**config.mk**
```make
export PLATFORM = sky130hd
export DESIGN_NAME = fifo_in_arb
export DESIGN_NICKNAME = d
export VERILOG_FILES = /design/src/rtl/fifo_in_arb.sv
export SDC_FILE = /design/constraint.sdc
export NUM_CORES = 1
export LEC_CHECK = 0
export BUFFER_PORTS_ARGS = -buffer_cell sky130_fd_sc_hd__buf_2
export CAP_MARGIN = 20
export CORE_MARGIN = 2
export CORE_UTILIZATION = 40
export DETAILED_ROUTE_END_ITERATION = 10
export HOLD_SLACK_MARGIN = 0.03
export PLACE_DENSITY = 0.71
export SLEW_MARGIN = 15
export SYNTH_ARGS = -nofsm -noshare
export SYNTH_HDL_FRONTEND = slang
export SYNTH_SLANG_ARGS = --single-unit
```
**constraint.sdc**
```tcl
create_clock -name CLK -period 5.9 [get_ports CLK]
set_input_delay 0 -clock CLK [delete_from_list [all_inputs] [get_ports CLK]]
set_output_delay 0 -clock CLK [all_outputs]
set_load 0.02 [all_outputs]
```
**src/rtl/fifo_in_arb.sv**
```systemverilog
// fifo_in_arb: round-robin arbiter sharing one async-FIFO write port among
// N producers. One producer is granted for up to BURST words. Its pull is
// gated by FIFO back-pressure, and accepted words reach the FIFO one cycle later.

// Per-producer pull gating and misuse detection.
module fifo_in_arb_lane (
  input  logic sel,
  input  logic pull_ok,
  input  logic push,
  output logic pull,
  output logic bad
);
  assign pull = sel & pull_ok;
  // A push without our pull is a protocol violation; the word is dropped.
  assign bad  = push & ~pull;
endmodule

module fifo_in_arb #(
  parameter int BW    = 32,
  parameter int N     = 4,
  parameter int BURST = 8,
  parameter int TMO   = 16
) (
  input  logic                 CLK,
  input  logic                 RST,
  input  logic [N-1:0]         SRC_REQ,
  output logic [N-1:0]         SRC_PULL,
  input  logic [N-1:0]         SRC_PUSH,
  input  logic [N*BW-1:0]      SRC_DIN,
  input  logic                 FIFO_PULL,
  output logic                 FIFO_PUSH,
  output logic [BW-1:0]        FIFO_DIN,
  output logic                 GNT_VLD,
  output logic [$clog2(N)-1:0] GNT_ID,
  output logic                 ERR
);
  localparam int IW = $clog2(N);

  typedef enum logic [1:0] {S_IDLE, S_GRANT, S_REL} state_t;

  state_t        state, state_nxt;
  logic [IW-1:0] rr, rr_nxt, gnt_id_nxt, pick, cur;
  logic [7:0]    cnt, cnt_nxt, tmo_cnt, tmo_nxt;
  logic          gnt_vld_nxt, found, pull_ok, accept, req_gnt;
  logic [N-1:0]  gsel, bad;
  logic [BW-1:0] gnt_din;

  assign pull_ok = (state == S_GRANT) & FIFO_PULL & (cnt < 8'(BURST));

  generate
    for (genvar g = 0; g < N; g++) begin : g_lane
      assign gsel[g] = (GNT_ID == IW'(g));
      fifo_in_arb_lane u_lane (
        .sel    (gsel[g]),
        .pull_ok(pull_ok),
        .push   (SRC_PUSH[g]),
        .pull   (SRC_PULL[g]),
        .bad    (bad[g])
      );
    end
  endgenerate

  // Only the granted lane can pull, so any pull&push is the accept.
  assign accept  = |(SRC_PULL & SRC_PUSH);
  assign req_gnt = |(SRC_REQ & gsel);

  // Select the granted producer's word.
  always_comb begin
    gnt_din = '0;
    for (int i = 0; i < N; i++)
      if (gsel[i]) gnt_din = SRC_DIN[i*BW +: BW];
  end

  // Round-robin pick: first requester at or after rr, wrapping at N-1.
  always_comb begin
    found = 1'b0;
    pick  = '0;
    cur   = rr;
    for (int k = 0; k < N; k++) begin
      if (!found && SRC_REQ[cur]) begin
        found = 1'b1;
        pick  = cur;
      end
      cur = (cur == IW'(N-1)) ? '0 : cur + 1'b1;
    end
  end

  // Grant FSM next state: arbitrate, count burst/idle, release.
  always_comb begin
    state_nxt   = state;
    rr_nxt      = rr;
    gnt_id_nxt  = GNT_ID;
    gnt_vld_nxt = GNT_VLD;
    cnt_nxt     = cnt;
    tmo_nxt     = tmo_cnt;
    case (state)
      S_IDLE: begin
        if (found) begin
          gnt_id_nxt  = pick;
          gnt_vld_nxt = 1'b1;
          cnt_nxt     = '0;
          tmo_nxt     = '0;
          state_nxt   = S_GRANT;
        end
      end
      S_GRANT: begin
        if (accept) begin
          cnt_nxt = (cnt == 8'hFF) ? cnt : cnt + 8'd1;
          tmo_nxt = '0;
        end else if (FIFO_PULL && tmo_cnt < 8'(TMO)) begin
          tmo_nxt = tmo_cnt + 8'd1;
        end
        if (cnt_nxt >= 8'(BURST) || (!req_gnt && !accept) || tmo_nxt >= 8'(TMO)) begin
          state_nxt   = S_REL;
          gnt_vld_nxt = 1'b0;
          rr_nxt      = (GNT_ID == IW'(N-1)) ? '0 : GNT_ID + 1'b1;
        end
      end
      S_REL:   state_nxt = S_IDLE;
      default: state_nxt = S_IDLE;
    endcase
  end

  // Grant FSM state register.
  always_ff @(posedge CLK) begin
    if (RST) begin
      state   <= S_IDLE;
      rr      <= '0;
      cnt     <= '0;
      tmo_cnt <= '0;
      GNT_VLD <= 1'b0;
      GNT_ID  <= '0;
    end else begin
      state   <= state_nxt;
      rr      <= rr_nxt;
      cnt     <= cnt_nxt;
      tmo_cnt <= tmo_nxt;
      GNT_VLD <= gnt_vld_nxt;
      GNT_ID  <= gnt_id_nxt;
    end
  end

  // Output register toward the FIFO plus sticky protocol error.
  always_ff @(posedge CLK) begin
    if (RST) begin
      FIFO_PUSH <= 1'b0;
      FIFO_DIN  <= '0;
      ERR       <= 1'b0;
    end else begin
      FIFO_PUSH <= accept;
      if (accept) FIFO_DIN <= gnt_din;
      if (|bad) ERR <= 1'b1;
    end
  end
endmodule

```
Word level (Yosys, flattened, before mapping)

Index checks and enable logic that the tools add are counted.
Widths: inputs -> output; s select.

Bits of input ports: 139
Word-level logic and storage cells: 111
Register bits: 57

Equal/unequal tests: 10
Reduce and logical (&&, ||, !) cells: 23
Bitwise gates (word level): 16
$lt $le $gt $ge: 8
Muxes and demuxes: 39
Add/sub/neg operators: 6

Operators by type and width:

| cell                | count |
|---|---|
| $mux 32             | 4 |
| $mux 8              | 7 |
| $pmux 8 s2          | 2 |
| $mux 2              | 10 |
| $add 8x1->8 const B | 2 |
| $lt 2x3->1 const B  | 4 |
| $reduce_or 4->1     | 3 |
| $and 1x1->1         | 10 |
| $eq 2x2->1 const B  | 5 |
| $mux 1              | 10 |
| $add 2x1->2 const B | 4 |
| $and 4x4->4         | 2 |
| $bmux 1 s2          | 4 |
| $eq 8x8->1 const B  | 1 |
| $ge 8x4->1 const B  | 1 |
| $ge 8x5->1 const B  | 1 |
| $lt 8x4->1 const B  | 1 |
| $lt 8x5->1 const B  | 1 |
| $reduce_and 2->1    | 4 |
| $logic_and 1x1->1   | 5 |
| $logic_not 1->1     | 5 |
| $eq 2x1->1 const B  | 2 |
| $logic_not 2->1     | 2 |
| $not 1->1           | 4 |
| other kinds (7)     | 8 |

Depth between registers and ports, before layout

Gate-level depths: netlist of run 1.

Depth in word-level cells: 14
Mapped depth: 10

Hierarchy

Synthesis of run 1 repeated with hierarchy kept, for this count alone.

Cell total of the unflattened synthesis: 482
Area total of the unflattened synthesis: 3791.1 um^2

Modules (own cells, without submodules):

| module           | area each (um^2) | sequential area each (um^2) | instances | cells each |
|---|---|---|---|---|
| fifo_in_arb      | 3736.1           | 1141.1                      | 1         | 474 |
| fifo_in_arb_lane | 13.8             | 0.0                         | 4         | 2 |

Worst setup path before layout of run 1

OpenSTA, ideal clock, no wires.

Kind: register -> register
Start: register GNT_ID[0]
End: register rr[0]
Clock period less this slack: 2.345 ns
Slack: 3.555 ns
Arrival time: 2.224 ns
Required time: 5.779 ns
Stages on the path, launching flop included: 8
Path through: dfxtp_1 -> ha_1 -> clkbuf_1 -> a22oi_1 -> a2111oi_4 -> a211oi_1 -> nor2_1 -> mux2_2

Longest elaborated chain between the ends: 10

RTL lines:

| element                                  | RTL line | source |
|---|---|---|
| start, declared                          | 34       | `output logic [$clog2(N)-1:0] GNT_ID,` |
| start signal, assigned                   | 139      | `GNT_ID <= gnt_id_nxt;` |
| $eq 2x1->1, or another cell as far along | 52       | `assign gsel[g] = (GNT_ID == IW'(g));` |
| $and 1x1->1                              | 13       | `assign pull = sel & pull_ok;` |
| $and 4x4->4                              | 64       | `assign accept = \|(SRC_PULL & SRC_PUSH);` |
| $reduce_or 4->1                          | 64       |  |
| $mux 8                                   | 107      | `if (accept) begin` |
| $mux 8                                   | 96       | `case (state)` |
| $ge 8x4->1                               | 113      | `if (cnt_nxt >= 8'(BURST) \|\| (!req_gnt && !accept) \|\| tmo_nxt >= 8'(TMO)) begin` |
| $logic_or 1x1->1 (2 in series)           | 113      |  |
| $reduce_and 2->1 (no line)               | -        |  |
| end signal, assigned                     | 135      | `rr <= rr_nxt;` |
| end, declared                            | 42       | `logic [IW-1:0] rr, rr_nxt, gnt_id_nxt, pick, cur;` |

Several ways; a longest one is shown, not always the timed one. The select of a mux whose other input is x is not followed.
A chain may end at the register's enable or synchronous reset.

Worst setup path in the final report of run 1

Start: register GNT_ID[0]
End: register FIFO_DIN[22]

Longest elaborated chain between the ends: 5

RTL lines:

| element               | RTL line | source |
|---|---|---|
| $logic_not 2->1       | 52       |  |
| $mux 32 (4 in series) | 71       | `if (gsel[i]) gnt_din = SRC_DIN[i*BW +: BW];` |
| end signal, assigned  | 151      | `if (accept) FIFO_DIN <= gnt_din;` |
| end, declared         | 32       | `output logic [BW-1:0] FIFO_DIN,` |

Several ways; a longest one is shown, not always the timed one.

==> impl_metrics.env, run 1 <==
export IMPL_initial_core_util_pct=41.0
export IMPL_timing_critical_path_buf_inv=1
export IMPL_final_common_cell="sky130_fd_sc_hd__buf_2"
export IMPL_synthToLayoutAreaGrowth_pct=36.3
export IMPL_setup_reg_to_reg_worst_slack_ps=2330
export IMPL_worst_path_dominant_cell_family="compound AO/OA/AOI/OAI gates"
export IMPL_drt_iter0_drc=133
export IMPL_critical_path_startpoint_type="flip-flop"
export IMPL_finalSetupTns_ps=0
export IMPL_data_required_time_of_the_critical_path_ps=6080
export IMPL_ys_warnings_count=0
export IMPL_fin_area_sq_um=5110
export IMPL_arrival_time_of_data_at_the_critical_path_endpoint_ps=3750
export IMPL_worst_skew_pair_late_latency_ps=330
export IMPL_critical_path_cell_count=7
export IMPL_diodes=0
export IMPL_top_layer="met4"
export IMPL_measured_slew_at_the_worst_slew_check_pin_ps=1030
export IMPL_synthTopCellsByArea="sky130_fd_sc_hd__dfxtp_1 (30%), sky130_fd_sc_hd__a221oi_1 (8.2%), sky130_fd_sc_hd__nor3_1 (7.3%)"
export IMPL_gp_congestion=0.826
export IMPL_cts_root_buffer="sky130_fd_sc_hd__clkbuf_8"
export IMPL_timing_setup_critical_path_class="reg -> reg"
export IMPL_cp_end_kind="flip-flop"
export IMPL_cts_buffers=9
export IMPL_hold_path_cell_count=3
export IMPL_clock_path_buffers=2
export IMPL_met3_wire_length_microns=717
export IMPL_fin_cells=751
export IMPL_track_usage_pct=22.5
export IMPL_synthFlopType="sky130_fd_sc_hd__dfxtp_1"
export IMPL_drc=0
export IMPL_via_total_after_detailed_routing=4216
export IMPL_yosysTopAreaCellShare_pct=30.4
export IMPL_synth_seq_cells=57
export IMPL_multi_input_comb_area_sq_um=2320
export IMPL_route_detailed_wl_per_inst_microns=15.4
export IMPL_detailedRoute_firstPassIterationCount=5
export IMPL_timing_fmax_mhz=280
export IMPL_dominant_combinational_cell_family_by_area_after_synthesis="simple AND/OR/NAND/NOR gates"
export IMPL_final_antenna_net_count=0
export IMPL_period_minus_slack_ps=3570
export IMPL_die_width_microns=101
export IMPL_die_h_microns=101
export IMPL_place_hpwl_microns=8120
export IMPL_distinct_cell_type_count_after_synthesis=56
export IMPL_leakage_power_nw=2.20
export IMPL_outcome="completed"
export IMPL_area_sequential_sq_um=1140
export IMPL_cts_sinks=57
export IMPL_ys_seq_area_share_pct=30.4
export IMPL_post_cts_buffers=0
export IMPL_post_route_wl_microns=11600
export IMPL_post_dp_cell_area_sq_um=4580
export IMPL_place_port_buffers=179
export IMPL_amount_of_wire_on_met2_after_detailed_routing_microns=5930
export IMPL_placedCellCount=703
export IMPL_timing_critical_path_slowest_cell_delay_ps=860
export IMPL_worst_path_max_fanout=67
export IMPL_grt_remaining_overflow=0
export IMPL_n_fill_cell=826
export IMPL_power_total_mw=2.13
export IMPL_via_count_of_the_first_global_routing_pass=3960
export IMPL_design_die_area_sq_um=10200
export IMPL_synth_async_sr_flop_share_pct=0
export IMPL_post_route_period_util_pct=60.5
export IMPL_fin_util_pct=55.9
export IMPL_drv_max_cap_violation_count=0
export IMPL_length_of_routed_wiring_on_met1_microns=4800
export IMPL_post_synth_instance_area_sq_um=3750
export IMPL_post_synth_inst_count=458
export IMPL_finalNetCount=781
export IMPL_reg2regPathDepth=7
export IMPL_timing_slew_headroom_pct=31.6
export IMPL_worstPathCellList="inv_1, ha_2, a22oi_1, a2111oi_4, nand2_2, a211oi_1, nor3_1"
export IMPL_routed_via_density=5.61
export IMPL_timing_final_max_slew_violations=0
export IMPL_syn_mean_instance_area_sq_um=8.19
export IMPL_grt_setup_unrepaired="no"
export IMPL_report_final_setup_viol=0
export IMPL_synth_edf_count=0
export IMPL_synth_area_mux_share_pct=1.43
export IMPL_wire_length_of_the_first_global_routing_pass_microns=18400
export IMPL_critical_path_slowest_cell="sky130_fd_sc_hd__ha_2"
export IMPL_max_vdd_ir_drop_mv=0.187
export IMPL_antenna_found_initial=0
export IMPL_pin_count=180
export IMPL_yosys_area_share_simple_pct=29.8
export IMPL_final_setup_worst_slack_ps=2330
export IMPL_hold_path_class="in -> reg"
export IMPL_coreArea_sq_um=9150
export IMPL_std_cell_rows=35
export IMPL_path_clk_slew_ps=70
export IMPL_power_density_nw_per_um2=416
export IMPL_synthesis_nets=604
export IMPL_most_common_layout_cells="sky130_fd_sc_hd__buf_2 (179), sky130_fd_sc_hd__dfxtp_1 (57), sky130_fd_sc_hd__nor3_1 (55)"
export IMPL_cts_h_tree_depth=3
export IMPL_synthDominantAreaCellType="sky130_fd_sc_hd__dfxtp_1"
export IMPL_synthXorXnorAreaFrac_pct=0.233
export IMPL_hold_violations=0
export IMPL_cts_tree="yes"
export IMPL_fin_worst_skew_ps=9.30
export IMPL_layout_drive_gt1_share_pct=37.7
export IMPL_synth_fa_ha_area_share_pct=2.33
export IMPL_dp_worst_setup_slack_ps=2270
export IMPL_worst_hold_slack_ps=42.4
export IMPL_compound_gate_portion_of_the_synthesized_area_pct=27.9
export IMPL_grt_max_degree=69
==> flip-flops by register name, indices dropped and copies added (netlist names) <==
register   flops
rr             2
GNT_ID         2
FIFO_PUSH      1
ERR            1
state          2
tmo_cnt        8
GNT_VLD        1
cnt            8
FIFO_DIN      32
==> cell usage after synthesis (3+ instances only) <==
cell,n
sky130_fd_sc_hd__a211oi_1,20
sky130_fd_sc_hd__a211oi_2,15
sky130_fd_sc_hd__a21oi_1,7
sky130_fd_sc_hd__a221oi_1,35
sky130_fd_sc_hd__a22o_1,3
sky130_fd_sc_hd__and2_1,5
sky130_fd_sc_hd__and3_1,8
sky130_fd_sc_hd__buf_4,5
sky130_fd_sc_hd__buf_6,6
sky130_fd_sc_hd__clkbuf_1,36
sky130_fd_sc_hd__dfxtp_1,57
sky130_fd_sc_hd__ha_1,7
sky130_fd_sc_hd__inv_1,12
sky130_fd_sc_hd__nand2_1,17
sky130_fd_sc_hd__nand3_1,8
sky130_fd_sc_hd__nand4_1,3
sky130_fd_sc_hd__nor2_1,41
sky130_fd_sc_hd__nor2b_1,34
sky130_fd_sc_hd__nor3_1,55
sky130_fd_sc_hd__nor3_2,15
sky130_fd_sc_hd__nor3b_1,6
sky130_fd_sc_hd__nor4_1,3
sky130_fd_sc_hd__o211ai_1,5
sky130_fd_sc_hd__o21ai_0,15
sky130_fd_sc_hd__o31ai_1,3
==> per-layer routing <==
metal	global-route usage (%)	vias to the layer above
met5	0	-
met4	7.59	0
met3	4.44	13
met2	39.6	157
met1	27.2	1976
li1	-	2070
==> path summary, 6_finish.rpt <==
kind,startpoint,endpoint
max reg2reg,GNT_ID[0]$_SDFFE_PP0P_,FIFO_DIN[22]$_SDFFE_PP0N_
min reg2reg,tmo_cnt[5]$_SDFFE_PP0P_,tmo_cnt[5]$_SDFFE_PP0P_
max,GNT_ID[0]$_SDFFE_PP0P_,FIFO_DIN[22]$_SDFFE_PP0N_
min,SRC_DIN[115],FIFO_DIN[19]$_SDFFE_PP0N_
==> power breakdown <==
part | switching, mW | total [mW] | internal (mW)
sequential | 0.0647 | 0.523 | 0.459
clock | 0.159 | 0.394 | 0.236
combinational | 0.734 | 1.21 | 0.477
==> worst register-to-register path: stages, from the launching register on <==
cell                        delay (ps)
sky130_fd_sc_hd__dfxtp_1           350
sky130_fd_sc_hd__inv_1             120
sky130_fd_sc_hd__ha_2              860
sky130_fd_sc_hd__a22oi_1           300
sky130_fd_sc_hd__a2111oi_4         620
sky130_fd_sc_hd__nand2_2           630
sky130_fd_sc_hd__a211oi_1          480
sky130_fd_sc_hd__nor3_1             80
==> cells by family (layout without fill, tap and decap cells) <==
family	after synthesis	in the layout
mux	4	4
simple gates	202	202
buf+inv	62	244
xor+xnor	1	1
compound gates	125	125
fa+ha+maj	7	7
flops	57	57
==> final cells by class <==
| type | count | area share (%) |
|---|---|---|
| Multi-Input combinational cell | 339 | 45.4 |
| Timing Repair Buffer | 216 | 24.5 |
| Sequential cell | 57 | 22.3 |
| Tap cell | 111 | 2.72 |
| Clock buffer | 10 | 2.50 |
| Clock inverter | 6 | 1.62 |
| Inverter | 12 | 0.881 |
==> repair_timing <==
action / in CTS / in global routing
gates resized for setup: 0 / 0
hold buffers: 32 / 0
hold endpoints to repair: 31 / 0
Note: power is estimated with default switching activity, not from simulation.
==> run 2: changes to the inputs <==
PLACE_DENSITY = 0.73   (was 0.71)
clock period = 3.09 ns   (was 5.9 ns; I/O delays follow)
==> run 2 against run 1 <==
  * Hold slack better by 66 ps
  * Sequential share of layout area is 0.24 points lower
  * Total power is 92% higher
  * Critical path type unchanged
  * Largest power group unchanged
==> impl_metrics.env, run 2 (same netlist as run 1, synthesis figures left out) <==
export IMPL_std_cell_rows=35
export IMPL_cts_sinks=57
export IMPL_layout_drive_gt1_share_pct=37.8
export IMPL_post_route_period_util_pct=87.7
export IMPL_pin_count=180
export IMPL_max_vdd_ir_drop_mv=0.444
export IMPL_hold_path_class="in -> reg"
export IMPL_timing_slew_headroom_pct=50.6
export IMPL_finalNetCount=791
export IMPL_drc=0
export IMPL_timing_final_max_slew_violations=0
export IMPL_finalSetupTns_ps=0
export IMPL_timing_fmax_mhz=369
export IMPL_antenna_found_initial=0
export IMPL_ctsResizeCount=0
export IMPL_initial_core_util_pct=41.0
export IMPL_routed_via_density=5.64
export IMPL_min_from="FIFO_PULL"
export IMPL_place_hpwl_microns=8570
export IMPL_post_route_wl_microns=12200
export IMPL_cts_buffers=9
export IMPL_fin_worst_skew_ps=8.16
export IMPL_largest_reg_flops=32
export IMPL_arrival_time_of_data_at_the_critical_path_endpoint_ps=2900
export IMPL_via_total_after_detailed_routing=4289
export IMPL_route_detailed_wl_per_inst_microns=16.0
export IMPL_die_width_microns=101
export IMPL_gp_congestion=0.836
export IMPL_grt_setup_unrepaired="no"
export IMPL_period_minus_slack_ps=2710
export IMPL_most_common_layout_cells="sky130_fd_sc_hd__buf_2 (179), sky130_fd_sc_hd__dfxtp_1 (57), sky130_fd_sc_hd__nor3_1 (55)"
export IMPL_worst_skew_pair_late_latency_ps=330
export IMPL_clock_path_buffers=2
export IMPL_outcome="completed"
export IMPL_path_clk_slew_ps=70
export IMPL_layout_top_registers="FIFO_DIN x32, cnt x8, tmo_cnt x8"
export IMPL_wire_length_of_the_first_global_routing_pass_microns=19200
export IMPL_cts_h_tree_depth=3
export IMPL_critical_path_startpoint_type="flip-flop"
export IMPL_drv_max_cap_violation_count=0
export IMPL_place_port_buffers=179
export IMPL_rr_startpoint="cnt[3]$_SDFFE_PP0P_"
export IMPL_post_cts_buffers=0
export IMPL_report_final_setup_viol=0
export IMPL_detailedRoute_firstPassIterationCount=7
export IMPL_measured_slew_at_the_worst_slew_check_pin_ps=741
export IMPL_via_count_of_the_first_global_routing_pass=4136
export IMPL_grt_remaining_overflow=0
export IMPL_design_die_area_sq_um=10200
export IMPL_final_antenna_net_count=0
export IMPL_power_density_nw_per_um2=790
export IMPL_coreArea_sq_um=9150
export IMPL_grt_max_degree=68
export IMPL_data_required_time_of_the_critical_path_ps=3280
export IMPL_cts_tree="yes"
export IMPL_track_usage_pct=23.4
export IMPL_cts_root_buffer="sky130_fd_sc_hd__clkbuf_8"
export IMPL_worst_setup_path_startpoint="cnt[3]$_SDFFE_PP0P_"
export IMPL_diodes=0
export IMPL_drt_iter0_drc=186
export IMPL_worst_path_max_fanout=4
export IMPL_synthToLayoutAreaGrowth_pct=37.8
export IMPL_power_total_mw=4.08
export IMPL_timing_setup_critical_path_class="reg -> reg"
export IMPL_regMostFlops="FIFO_DIN"
export IMPL_cp_end_kind="flip-flop"
export IMPL_final_common_cell="sky130_fd_sc_hd__buf_2"
export IMPL_leakage_power_nw=2.23
export IMPL_hold_violations=0
export IMPL_die_h_microns=101
[run 2: cell count changes in the layout (fill, tap and decap cells not counted)]
cell and change:
sky130_fd_sc_hd__buf_4 +7, sky130_fd_sc_hd__clkbuf_1 +2, sky130_fd_sc_hd__dlygate4sd3_1 +3, sky130_fd_sc_hd__bufinv_16 -1, sky130_fd_sc_hd__clkinvlp_4 -1, sky130_fd_sc_hd__nor2b_4 -1, sky130_fd_sc_hd__clkbuf_8 +1, sky130_fd_sc_hd__nor2b_2 +1
sky130_fd_sc_hd__clkinv_2 -1
[run 2: timing repair]
action / in CTS / in global routing
endpoints found under the setup margin: 0 / 0
hold buffers: 35 / 0
endpoints found under the hold margin: 33 / 0
[run 2: power by group]
part | internal (mW) | leakage [nW] | switching, mW
combinational | 0.969 | 1.67 | 1.43
sequential | 0.876 | 0.464 | 0.125
clock | 0.393 | 0.0974 | 0.290
total | 2.24 | 2.23 | 1.85
[run 2: worst max-delay path, cell delays in order, from the launching register on]
cell	delay, ps
sky130_fd_sc_hd__dfxtp_1	320
sky130_fd_sc_hd__or4_4	560
sky130_fd_sc_hd__nor4_1	470
sky130_fd_sc_hd__nand2_1	160
sky130_fd_sc_hd__a222oi_1	380
sky130_fd_sc_hd__dlygate4sd3_1	610
sky130_fd_sc_hd__a21oi_1	60
[run 2: worst paths after layout]
path                             end  slack, ps  cells after the start
min reg2reg  tmo_cnt[7]$_SDFFE_PP0P_        470                      1
max reg2reg         ERR$_SDFFE_PP0P_        380                      6
min          tmo_cnt[1]$_SDFFE_PP0P_        110                      4
max                 ERR$_SDFFE_PP0P_        380                      6
[run 2: layer usage]
metal | part of all wire [%] | routed length (microns) | track usage, % | up-vias
li1 | - | - | - | 2089
met1 | 41 | 4930 | 27.3 | 1996
met2 | 51 | 6240 | 41.7 | 186
met3 | 6.9 | 844 | 5.76 | 18
met4 | 1.2 | 149 | 7.48 | 0
met5 | 0 | 0 | 0 | -
[run 2: layout make-up]
type                       count  area [sq um]
inverter                      12          45.0
timing repair buffer         226          1340
tap                          111           139
multi-input combinational    339          2320
fill                         854          3980
sequential                    57          1140
clock buffer                  13           149
clock inverter                 3          40.0
[run 2: metrics by stage]
step           setup WS [ps]  area (sq um)  instances  hold WS, ps  util, %
2_1_floorplan            745          3750        458          171        -
3_3_place_gp             684          4630        710          275     50.6
3_5_place_dp             569          4630        710          281     50.6
4_1_cts                  457          5170        761         95.2     56.5
5_1_grt                  196          5170        761          144     56.5
6_report                 380          5170        761          108     56.5
==> run 3: changes to the inputs <==
--- a/config.mk
+++ b/config.mk
@@ -11,4 +11,5 @@
 export CORE_UTILIZATION = 40
 export DETAILED_ROUTE_END_ITERATION = 10
+export GPL_ROUTABILITY_DRIVEN = 0
 export HOLD_SLACK_MARGIN = 0.03
 export PLACE_DENSITY = 0.73
==> constraint.sdc (replaced) <==
create_clock -name CLK -period 3.09 [get_ports CLK]
set_input_delay 0.4635 -clock CLK [delete_from_list [all_inputs] [get_ports CLK]]
set_output_delay 0.4635 -clock CLK [all_outputs]
set_load 0.02 [all_outputs]
==> run 3 against run 2 <==
  * Non-clock buffer count shrank 37
  * Cell count shrank 4.9%
  * Sequential share of layout area grew 1.5 points
  * Final area decreased by 6.5%
  * Hold slack gained 300 ps
  * Sequential power about the same
  * Via count fell by 4.4%
  * Critical endpoint is now SRC_PULL[3]
==> impl_metrics.env, run 3 (same netlist as run 1, synthesis figures left out) <==
export IMPL_outcome="completed"
export IMPL_arrival_time_of_data_at_the_critical_path_endpoint_ps=2150
export IMPL_timing_slew_headroom_pct=50.9
export IMPL_grt_setup_unrepaired="no"
export IMPL_antenna_found_initial=0
export IMPL_setup_reg_to_reg_worst_slack_ps=550
export IMPL_routed_via_density=5.66
export IMPL_hold_violations=0
export IMPL_hold_path_class="in -> reg"
export IMPL_place_hpwl_microns=8610
export IMPL_cts_buffers=9
export IMPL_post_route_period_util_pct=84.7
export IMPL_layout_top_registers="FIFO_DIN x32, cnt x8, tmo_cnt x8"
export IMPL_cp_end_kind="output pin"
export IMPL_timing_final_max_slew_violations=0
export IMPL_post_cts_buffers=0
export IMPL_placedCellCount=708
export IMPL_ctsHoldBuffers=0
export IMPL_drv_max_cap_violation_count=0
export IMPL_multi_input_comb_area_sq_um=2320
export IMPL_fin_area_sq_um=4830
export IMPL_largest_reg_flops=32
export IMPL_design_die_area_sq_um=10200
export IMPL_route_detailed_wl_per_inst_microns=15.9
export IMPL_die_h_microns=101
export IMPL_area_sequential_sq_um=1140
export IMPL_cts_h_tree_depth=3
export IMPL_grt_max_degree=68
export IMPL_timing_setup_critical_path_class="reg -> out"
export IMPL_report_final_setup_viol=0
export IMPL_critical_path_startpoint_type="flip-flop"
export IMPL_drc=0
export IMPL_worst_skew_pair_late_latency_ps=330
export IMPL_cts_root_buffer="sky130_fd_sc_hd__clkbuf_8"
export IMPL_grt_remaining_overflow=0
export IMPL_most_common_layout_cells="sky130_fd_sc_hd__buf_2 (179), sky130_fd_sc_hd__dfxtp_1 (57), sky130_fd_sc_hd__nor3_1 (55)"
export IMPL_worst_hold_slack_ps=409
export IMPL_period_minus_slack_ps=2620
export IMPL_detailedRoute_firstPassIterationCount=4
export IMPL_synthToLayoutAreaGrowth_pct=28.9
export IMPL_data_required_time_of_the_critical_path_ps=2630
export IMPL_via_total_after_detailed_routing=4099
export IMPL_path_clk_slew_ps=70
export IMPL_post_dp_cell_area_sq_um=4610
export IMPL_via_count_of_the_first_global_routing_pass=3896
export IMPL_initial_core_util_pct=41.0
export IMPL_layout_drive_gt1_share_pct=40.1
export IMPL_max_vdd_ir_drop_mv=0.369
export IMPL_leakage_power_nw=2.09
export IMPL_drt_iter0_drc=155
export IMPL_final_common_cell="sky130_fd_sc_hd__buf_2"
export IMPL_ctsResizeCount=0
export IMPL_worst_path_max_fanout=4
export IMPL_final_antenna_net_count=0
export IMPL_place_port_buffers=179
export IMPL_fin_worst_skew_ps=12.4
export IMPL_wire_length_of_the_first_global_routing_pass_microns=18400
export IMPL_die_width_microns=101
export IMPL_std_cell_rows=35
export IMPL_min_from="SRC_DIN[103]"
export IMPL_reg2regPathDepth=7
export IMPL_regMostFlops="FIFO_DIN"
export IMPL_r2r_end="cnt[3]$_SDFFE_PP0P_"
export IMPL_track_usage_pct=22.3
export IMPL_rr_startpoint="rr[0]$_SDFFE_PP0P_"
export IMPL_pin_count=180
export IMPL_fin_cells=724
export IMPL_cts_sinks=57
export IMPL_hold_path_cell_count=3
export IMPL_clock_path_buffers=2
export IMPL_diodes=0
export IMPL_power_density_nw_per_um2=842
export IMPL_holdPathEnd="FIFO_DIN[7]$_SDFFE_PP0N_"
export IMPL_finalSetupTns_ps=0
export IMPL_post_route_wl_microns=11500
export IMPL_timing_fmax_mhz=382
export IMPL_n_fill_cell=895
export IMPL_finalNetCount=754
export IMPL_coreArea_sq_um=9150
export IMPL_cts_tree="yes"
export IMPL_measured_slew_at_the_worst_slew_check_pin_ps=737
-- run 3: cell types whose count changed in the layout (fill, tap and decap cells not counted) --
cell and change:
sky130_fd_sc_hd__dlygate4sd3_1 -35, sky130_fd_sc_hd__bufinv_16 +1, sky130_fd_sc_hd__clkbuf_1 -2, sky130_fd_sc_hd__buf_4 -2, sky130_fd_sc_hd__clkinv_4 +1
-- run 3: critical path, cell delays in order, from the launching register on --
cell and delay (ps):
sky130_fd_sc_hd__dfxtp_1 330, sky130_fd_sc_hd__or4_4 560, sky130_fd_sc_hd__nor4_1 520, sky130_fd_sc_hd__nand2_1 170, sky130_fd_sc_hd__inv_1 90, sky130_fd_sc_hd__buf_2 160
-- run 3: power by group --
group | internal, mW | total [mW] | switching (mW)
combinational | 0.902 | 2.28 | 1.38
sequential | 0.876 | 1.00 | 0.128
clock | 0.475 | 0.784 | 0.309
total | 2.25 | 4.07 | 1.82
-- run 3: how the worst max path moves through the flow --
stage	startpoint	to	slack (ps)	cells after the start
2_1_floorplan	GNT_ID[0]$_SDFFE_PP0P_	rr[0]$_SDFFE_PP0P_	740	7
3_3_place_gp	GNT_ID[1]$_SDFFE_PP0P_	rr[0]$_SDFFE_PP0P_	700	7
3_5_place_dp	GNT_ID[1]$_SDFFE_PP0P_	rr[0]$_SDFFE_PP0P_	580	7
4_1_cts	cnt[3]$_SDFFE_PP0P_	SRC_PULL[3]	470	5
5_1_grt	cnt[3]$_SDFFE_PP0P_	SRC_PULL[2]	320	5
6_report	cnt[3]$_SDFFE_PP0P_	SRC_PULL[3]	470	5
-- run 3: stage by stage --
step | util, % | worst slack, ps | total power [mW]
4_1_cts | 52.8 | 469 | 4.08
2_1_floorplan | - | 745 | 2.75
3_3_place_gp | 50.4 | 705 | 3.24
5_1_grt | 52.8 | 316 | 4.39
6_report | 52.8 | 474 | 4.07
3_5_place_dp | 50.4 | 579 | 3.29
-- run 3: cell type report --
cell class,instances,area share [%]
Sequential cell,57,23.6
Multi-Input combinational cell,339,48.0
Tap cell,111,2.87
Timing Repair Buffer,189,20.1
Clock inverter,5,1.63
Inverter,12,0.932
Clock buffer,11,2.92
-- run 3: layer usage --
metal | routed length (microns) | GRT usage (%)
met3 | 668 | 3.88
met4 | 148 | 7.48
met1 | 4910 | 28.0
met5 | 0 | 0
met2 | 5800 | 38.6
